File: config.mk
export PLATFORM = sky130hd
export DESIGN_NAME = seg_scan_decoder
export DESIGN_NICKNAME = d
export VERILOG_FILES = /design/src/rtl/seg_scan_decoder.sv
export SDC_FILE = /design/constraint.sdc
export NUM_CORES = 1
export LEC_CHECK = 0
export CELL_PAD_IN_SITES_DETAIL_PLACEMENT = 1
export CELL_PAD_IN_SITES_GLOBAL_PLACEMENT = 1
export CORE_MARGIN = 2
export CORE_UTILIZATION = 53
export DETAILED_ROUTE_END_ITERATION = 8
export DONT_BUFFER_PORTS = 1
export MAX_ROUTING_LAYER = met4
export PLACE_DENSITY = 0.95
export SLEW_MARGIN = 20
export SYNTH_ARGS = -nofsm -noshare
export SYNTH_HDL_FRONTEND = slang
export SYNTH_SLANG_ARGS = --single-unit
File: constraint.sdc
create_clock -name clk -period 5 [get_ports clk]
set_input_delay 1.5 -clock clk [delete_from_list [all_inputs] [get_ports clk]]
set_output_delay 1.5 -clock clk [all_outputs]
set_load 0.05 [all_outputs]
File: src/rtl/seg_scan_decoder.sv
// -----------------------------------------------------------------------------
// seg_scan_decoder
//
// Receive side of a multiplexed 7-segment display bus. The display driver
// strobes one digit at a time on `sel` and puts the segment pattern for that
// digit on `dis`. This block waits for the bus to settle, samples each digit
// once per dwell, decodes the glyph back to a hex value and publishes a
// complete frame once every digit position has been captured.
//
// Parameters
//   N_DIG        number of scanned digits (width of sel)
//   SEL_ACT_LOW  1: a low sel bit selects its digit, 0: a high bit selects it
//   SEG_ACT_LOW  1: a low dis bit lights its segment, 0: a high bit lights it
//   STABLE_CYC   cycles {sel,dis} must hold before it is sampled (>= 2)
//
// Ports
//   clk          rising-edge system clock
//   rstn         synchronous reset, active low
//   sel          digit strobes from the display driver
//   dis          segment lines, [0]=a .. [6]=g, [7]=dp
//   digits       last complete frame, digit i at [4i+3:4i]
//   dp           decimal point of each digit in the last frame
//   digit_ok     1 = digit i carried a legal hex glyph
//   frame_valid  one-cycle pulse when digits/dp/digit_ok update
//   scan_err     one-cycle pulse when a stable sel has more than one digit active
// -----------------------------------------------------------------------------
module seg_scan_decoder #(
    parameter int N_DIG       = 8,
    parameter int SEL_ACT_LOW = 1,
    parameter int SEG_ACT_LOW = 1,
    parameter int STABLE_CYC  = 4
) (
    input  logic                 clk,
    input  logic                 rstn,
    input  logic [N_DIG-1:0]     sel,
    input  logic [7:0]           dis,
    output logic [4*N_DIG-1:0]   digits,
    output logic [N_DIG-1:0]     dp,
    output logic [N_DIG-1:0]     digit_ok,
    output logic                 frame_valid,
    output logic                 scan_err
);

    // Counter only has to reach STABLE_CYC-1; keep at least one bit.
    localparam int            CW      = (STABLE_CYC > 2) ? $clog2(STABLE_CYC) : 1;
    localparam logic [CW-1:0] CNT_MAX = CW'(STABLE_CYC - 1);
    localparam logic [CW-1:0] CNT_ONE = CW'(1);

    // -------------------------------------------------------------------------
    // Glyph decode: returns {legal, value}. Unknown patterns give value 0 and
    // legal 0. Pattern bit order is gfedcba.
    // -------------------------------------------------------------------------
    function automatic logic [4:0] decode_glyph(input logic [6:0] seg);
        logic [4:0] res;
        case (seg)
            7'h3F:   res = {1'b1, 4'h0};
            7'h06:   res = {1'b1, 4'h1};
            7'h5B:   res = {1'b1, 4'h2};
            7'h4F:   res = {1'b1, 4'h3};
            7'h66:   res = {1'b1, 4'h4};
            7'h6D:   res = {1'b1, 4'h5};
            7'h7D:   res = {1'b1, 4'h6};
            7'h07:   res = {1'b1, 4'h7};
            7'h27:   res = {1'b1, 4'h7};   // alternate 7 with segment f lit
            7'h7F:   res = {1'b1, 4'h8};
            7'h6F:   res = {1'b1, 4'h9};
            7'h77:   res = {1'b1, 4'hA};
            7'h7C:   res = {1'b1, 4'hB};
            7'h39:   res = {1'b1, 4'hC};
            7'h5E:   res = {1'b1, 4'hD};
            7'h79:   res = {1'b1, 4'hE};
            7'h71:   res = {1'b1, 4'hF};
            default: res = {1'b0, 4'h0};
        endcase
        return res;
    endfunction

    // True when exactly one bit of the strobe vector is set.
    function automatic logic is_onehot(input logic [N_DIG-1:0] v);
        logic [N_DIG-1:0] lower;
        lower = v - N_DIG'(1);
        return (v != {N_DIG{1'b0}}) && ((v & lower) == {N_DIG{1'b0}});
    endfunction

    // -------------------------------------------------------------------------
    // State
    // -------------------------------------------------------------------------
    logic [N_DIG-1:0]        s_in_s;
    logic [7:0]              p_in_s;

    logic [N_DIG-1:0]        s_q,        s_d;
    logic [7:0]              p_q,        p_d;
    logic [N_DIG-1:0]        s_prev_q,   s_prev_d;
    logic [7:0]              p_prev_q,   p_prev_d;
    logic [CW-1:0]           cnt_q,      cnt_d;
    logic                    captured_q, captured_d;

    logic [N_DIG-1:0][3:0]   stg_val_q,  stg_val_d;
    logic [N_DIG-1:0]        dp_stg_q,   dp_stg_d;
    logic [N_DIG-1:0]        ok_stg_q,   ok_stg_d;
    logic [N_DIG-1:0]        seen_q,     seen_d;

    logic [N_DIG-1:0][3:0]   digits_q,   digits_d;
    logic [N_DIG-1:0]        dp_q,       dp_d;
    logic [N_DIG-1:0]        ok_q,       ok_d;
    logic                    fv_q,       fv_d;
    logic                    err_q,      err_d;

    logic                    change_s;
    logic                    sample_s;
    logic [4:0]              dec_s;
    logic [N_DIG-1:0]        seen_nx_s;

    // Normalise strobes and segments to active-high before registering.
    always_comb begin
        s_in_s = sel;
        p_in_s = dis;
        if (SEL_ACT_LOW != 0) begin
            s_in_s = ~sel;
        end else begin
            s_in_s = sel;
        end
        if (SEG_ACT_LOW != 0) begin
            p_in_s = ~dis;
        end else begin
            p_in_s = dis;
        end
    end

    // Next-state logic: stability tracking, sampling, staging and frame publish.
    always_comb begin
        s_d        = s_in_s;
        p_d        = p_in_s;
        s_prev_d   = s_q;
        p_prev_d   = p_q;
        cnt_d      = cnt_q;
        captured_d = captured_q;
        stg_val_d  = stg_val_q;
        dp_stg_d   = dp_stg_q;
        ok_stg_d   = ok_stg_q;
        seen_d     = seen_q;
        digits_d   = digits_q;
        dp_d       = dp_q;
        ok_d       = ok_q;
        fv_d       = 1'b0;
        err_d      = 1'b0;
        seen_nx_s  = seen_q;

        dec_s    = decode_glyph(p_q[6:0]);
        change_s = (s_q != s_prev_q) || (p_q != p_prev_q);

        // Any movement on the bus restarts the dwell and re-arms sampling.
        if (change_s) begin
            cnt_d      = {CW{1'b0}};
            captured_d = 1'b0;
        end else if (cnt_q != CNT_MAX) begin
            cnt_d = cnt_q + CNT_ONE;
        end else begin
            cnt_d = cnt_q;
        end

        // Sample on the edge where the counter reaches its ceiling, so the
        // staged value and (for the last digit) the published frame appear
        // together; captured_q keeps long dwells from sampling twice.
        sample_s = !change_s && (cnt_d == CNT_MAX) && !captured_q;

        if (sample_s) begin
            captured_d = 1'b1;
            if (is_onehot(s_q)) begin
                for (int i = 0; i < N_DIG; i++) begin
                    if (s_q[i]) begin
                        stg_val_d[i] = dec_s[3:0];
                        dp_stg_d[i]  = p_q[7];
                        ok_stg_d[i]  = dec_s[4];
                    end else begin
                        stg_val_d[i] = stg_val_q[i];
                        dp_stg_d[i]  = dp_stg_q[i];
                        ok_stg_d[i]  = ok_stg_q[i];
                    end
                end
                seen_nx_s = seen_q | s_q;
                // Publish from the updated staging so the final digit is included.
                if (seen_nx_s == {N_DIG{1'b1}}) begin
                    digits_d = stg_val_d;
                    dp_d     = dp_stg_d;
                    ok_d     = ok_stg_d;
                    fv_d     = 1'b1;
                    seen_d   = {N_DIG{1'b0}};
                end else begin
                    seen_d   = seen_nx_s;
                end
            end else if (s_q != {N_DIG{1'b0}}) begin
                // Two or more digits strobed at once: report, stage nothing.
                err_d = 1'b1;
            end else begin
                // Blanking gap between digits: nothing to capture.
                err_d = 1'b0;
            end
        end else begin
            captured_d = captured_d;
        end
    end

    // State register with synchronous active-low reset.
    always_ff @(posedge clk) begin
        if (!rstn) begin
            s_q        <= '0;
            p_q        <= 8'h00;
            s_prev_q   <= '0;
            p_prev_q   <= 8'h00;
            cnt_q      <= '0;
            captured_q <= 1'b0;
            stg_val_q  <= '0;
            dp_stg_q   <= '0;
            ok_stg_q   <= '0;
            seen_q     <= '0;
            digits_q   <= '0;
            dp_q       <= '0;
            ok_q       <= '0;
            fv_q       <= 1'b0;
            err_q      <= 1'b0;
        end else begin
            s_q        <= s_d;
            p_q        <= p_d;
            s_prev_q   <= s_prev_d;
            p_prev_q   <= p_prev_d;
            cnt_q      <= cnt_d;
            captured_q <= captured_d;
            stg_val_q  <= stg_val_d;
            dp_stg_q   <= dp_stg_d;
            ok_stg_q   <= ok_stg_d;
            seen_q     <= seen_d;
            digits_q   <= digits_d;
            dp_q       <= dp_d;
            ok_q       <= ok_d;
            fv_q       <= fv_d;
            err_q      <= err_d;
        end
    end

    assign digits      = digits_q;
    assign dp          = dp_q;
    assign digit_ok    = ok_q;
    assign frame_valid = fv_q;
    assign scan_err    = err_q;

endmodule
==> impl_metrics.tcl <==
set metrics [dict create \
    status "finished, violations left" \
    violations "DRC" \
    p_int_uw 2030 \
    ant_nets 0 \
    synth-async-reset-ratio_pct 0 \
    final_cells 770 \
    final.setup.tns_ps 0 \
    layout-drive-gt1-share_pct 9.73 \
    grt_pass1_vias 5318 \
    route.vias.total 5041 \
    cts_buffers 17 \
    num_io_pins 68 \
    syn-instance-count 660 \
    nFillCells 1241 \
    dieArea_um2 12800 \
    hold_class "reg2reg" \
    grt.total_usage_pct 31.3 \
    area_growth_pct 8.47 \
    wl_um 18800 \
    ys_seq_area_share_pct 44.8 \
    grt_pass1_wl_um 29800 \
    synth_nets 678 \
    drv_slew 0 \
    finClkSkew_ps 9.33 \
    fin_crit_ps 3400 \
    synth.top_cells.by_area "dfxtp_1 45%, mux2i_1 13%, nand2_1 4.8%, a21o_1 2.9%, o21ai_0 2.8%" \
    hold_violations 0 \
    end_kind "flip-flop" \
    grt_max_degree 145 \
    drc 4 \
    multi_input_area_um2 3150 \
    ctsHoldBuffers 0 \
    synthFlopType "dfxtp_1" \
    antenna_found_initial 0 \
    pwr-share-seq_pct 45.2 \
    rows 39 \
    dr.pass1.iters 7 \
    yosysTopAreaCellShare_pct 44.8 \
    tightest_slew_ps 1100 \
    fin_nets 635 \
    clkSinkCount 141 \
    yosysWarnings 0 \
    gp_congestion 0.902 \
    cts_tree "yes" \
    maxSlewHeadroom_pct 26.1 \
    powerDensity_nw_per_um2 381 \
    synth_area_um2 6290 \
    max-cap-violations 0 \
    syn_area_per_cell_um2 9.54 \
    place_inst 741 \
    p_leak_uw 0.00298 \
    cts_setup_buffers 0 \
    finalWorstSetupSlack_ps 1600 \
    synth.distinct_cells 55 \
    grt_overflow 0 \
    setup_viol 0 \
    synth_edf_count 0 \
    cts_root_buffer "clkbuf_16" \
    crit_type "reg2reg" \
    start_util_pct 54.7 \
    pwr-share-clk_pct 51.2 \
    drt_iter0_markers 443 \
    die_width_um 113 \
    cp.arrival_ps 3720 \
    switchingPower_uw 564 \
    clockBufferDepth 2 \
    rsz0062_at_grt "false" \
    place_ws_ps 1550 \
    cts.htree.levels 4 \
    core-area_um2 11500 \
    ir_worst_vdd_uv 246 \
    period_share_pct 67.9 \
    hpwl_um 11300 \
    ys_seq_elements 141 \
    hold_slack_ps 445 \
    power_frac_comb_pct 3.6 \
    numPortBuffers 0 \
    ctsResizeCount 0 \
    clkLatencyLatePin_ps 430 \
    clk_pin_slew_ps 60 \
    fmax_mhz 294 \
    path_max_fanout 18 \
    required_ps 5330 \
    vias_per_cell 6.55 \
    wl_per_cell_um 24.4 \
    die_y_um 113 \
    critPathLaunchType "flip-flop" \
    antenna_cells 0 \
    synth.largest_area_cell "dfxtp_1" \
    regArea_um2 2820 \
    p_sw_share_pct 21.7 \
]
## metrics by stage
stage	utilization (%)	total power [µW]	cell area, µm²
4_1_cts	59.2	2600	6820
6_report	59.3	2600	6830
5_1_grt	59.3	2660	6830
3_5_place_dp	53.9	1280	6210
3_3_place_gp	53.9	1280	6210
2_1_floorplan	-	1270	6290
## per-layer routing
layer  global-route usage, %  vias to the layer above  share of wire (%)
met5                       -                        -                  0
met4                    12.6                        0                2.6
met3                    9.21                       50                6.7
met2                    51.8                      213                 51
met1                    35.8                     2523                 40
li1                        -                     2255                  -
## state kept, by name, summed over array words and instances (netlist names), 2 cells and up
signal	count
digits	32
s_prev_q	8
seen_q	8
s_prev_d	8
stg_val_q	32
ok_stg_q	8
dp_stg_q	8
p_prev_q	8
digit_ok	8
dp	8
p_prev_d	8
cnt_q	2
## worst max-delay path: stages, from the launching register on
cell and delay, ps:
dfxtp_1 880, xor2_1 190, nor4_1 450, and4_1 770, nand4_2 560, a211oi_1 420
## cell usage after synthesis (9+ instances only)
cell type,n
buf_2,15
xor2_1,16
nand2_1,81
a21o_1,24
and2_1,24
a211oi_1,15
dfxtp_1,141
clkbuf_1,43
mux2i_1,80
o21ai_0,35
nand3_1,9
nor2_1,35
nor4_1,13
inv_1,10
## worst paths after layout
check	from	slack, ps	to	depth (start not counted)
worst min register to register	cnt_q[0]	440	cnt_q[0]	1
worst max register to register	s_prev_d[6]	1600	seen_q[7]	5
worst min-delay path	cnt_q[0]	440	cnt_q[0]	1
worst max-delay path	s_prev_d[6]	1600	seen_q[7]	5
## cells in the final DEF, fill, tap and decap left out, types with 13 or more instances in the layout
master	count
o21ai_0	35
and2_1	24
nor2_1	35
a21o_1	24
mux2i_1	80
nor4_1	13
clkbuf_16	17
xor2_1	16
a211oi_1	15
nand2_1	81
dfxtp_1	141
## cells by family after synthesis
family	after synthesis	share of synthesized area [%]
simple gates	210	17.7
flops	141	44.8
compound gates	128	15.1
mux	88	14.6
buf+inv	76	5.31
xor+xnor	16	2.23
fa+ha+maj	1	0.159
## power by group through the flow
stage | Clock [µW] | Sequential [µW] | Combinational, µW
global placement | 0 | 1190 | 83.3
finish | 1330 | 1170 | 94.0
detailed placement | 0 | 1200 | 88.1
global route | 1380 | 1180 | 102
floorplan | 0 | 1160 | 110
CTS | 1330 | 1170 | 92.6
## final cells by class
type,count,area share (%)
well taps,143,2.62
flip-flops and latches,141,41.3
clock inverters,8,2.05
inverters,10,0.550
clock buffers,21,6.89
repair buffers,4,0.440
multi-input cells,443,46.1
Note: power is estimated with default switching activity, not from simulation.
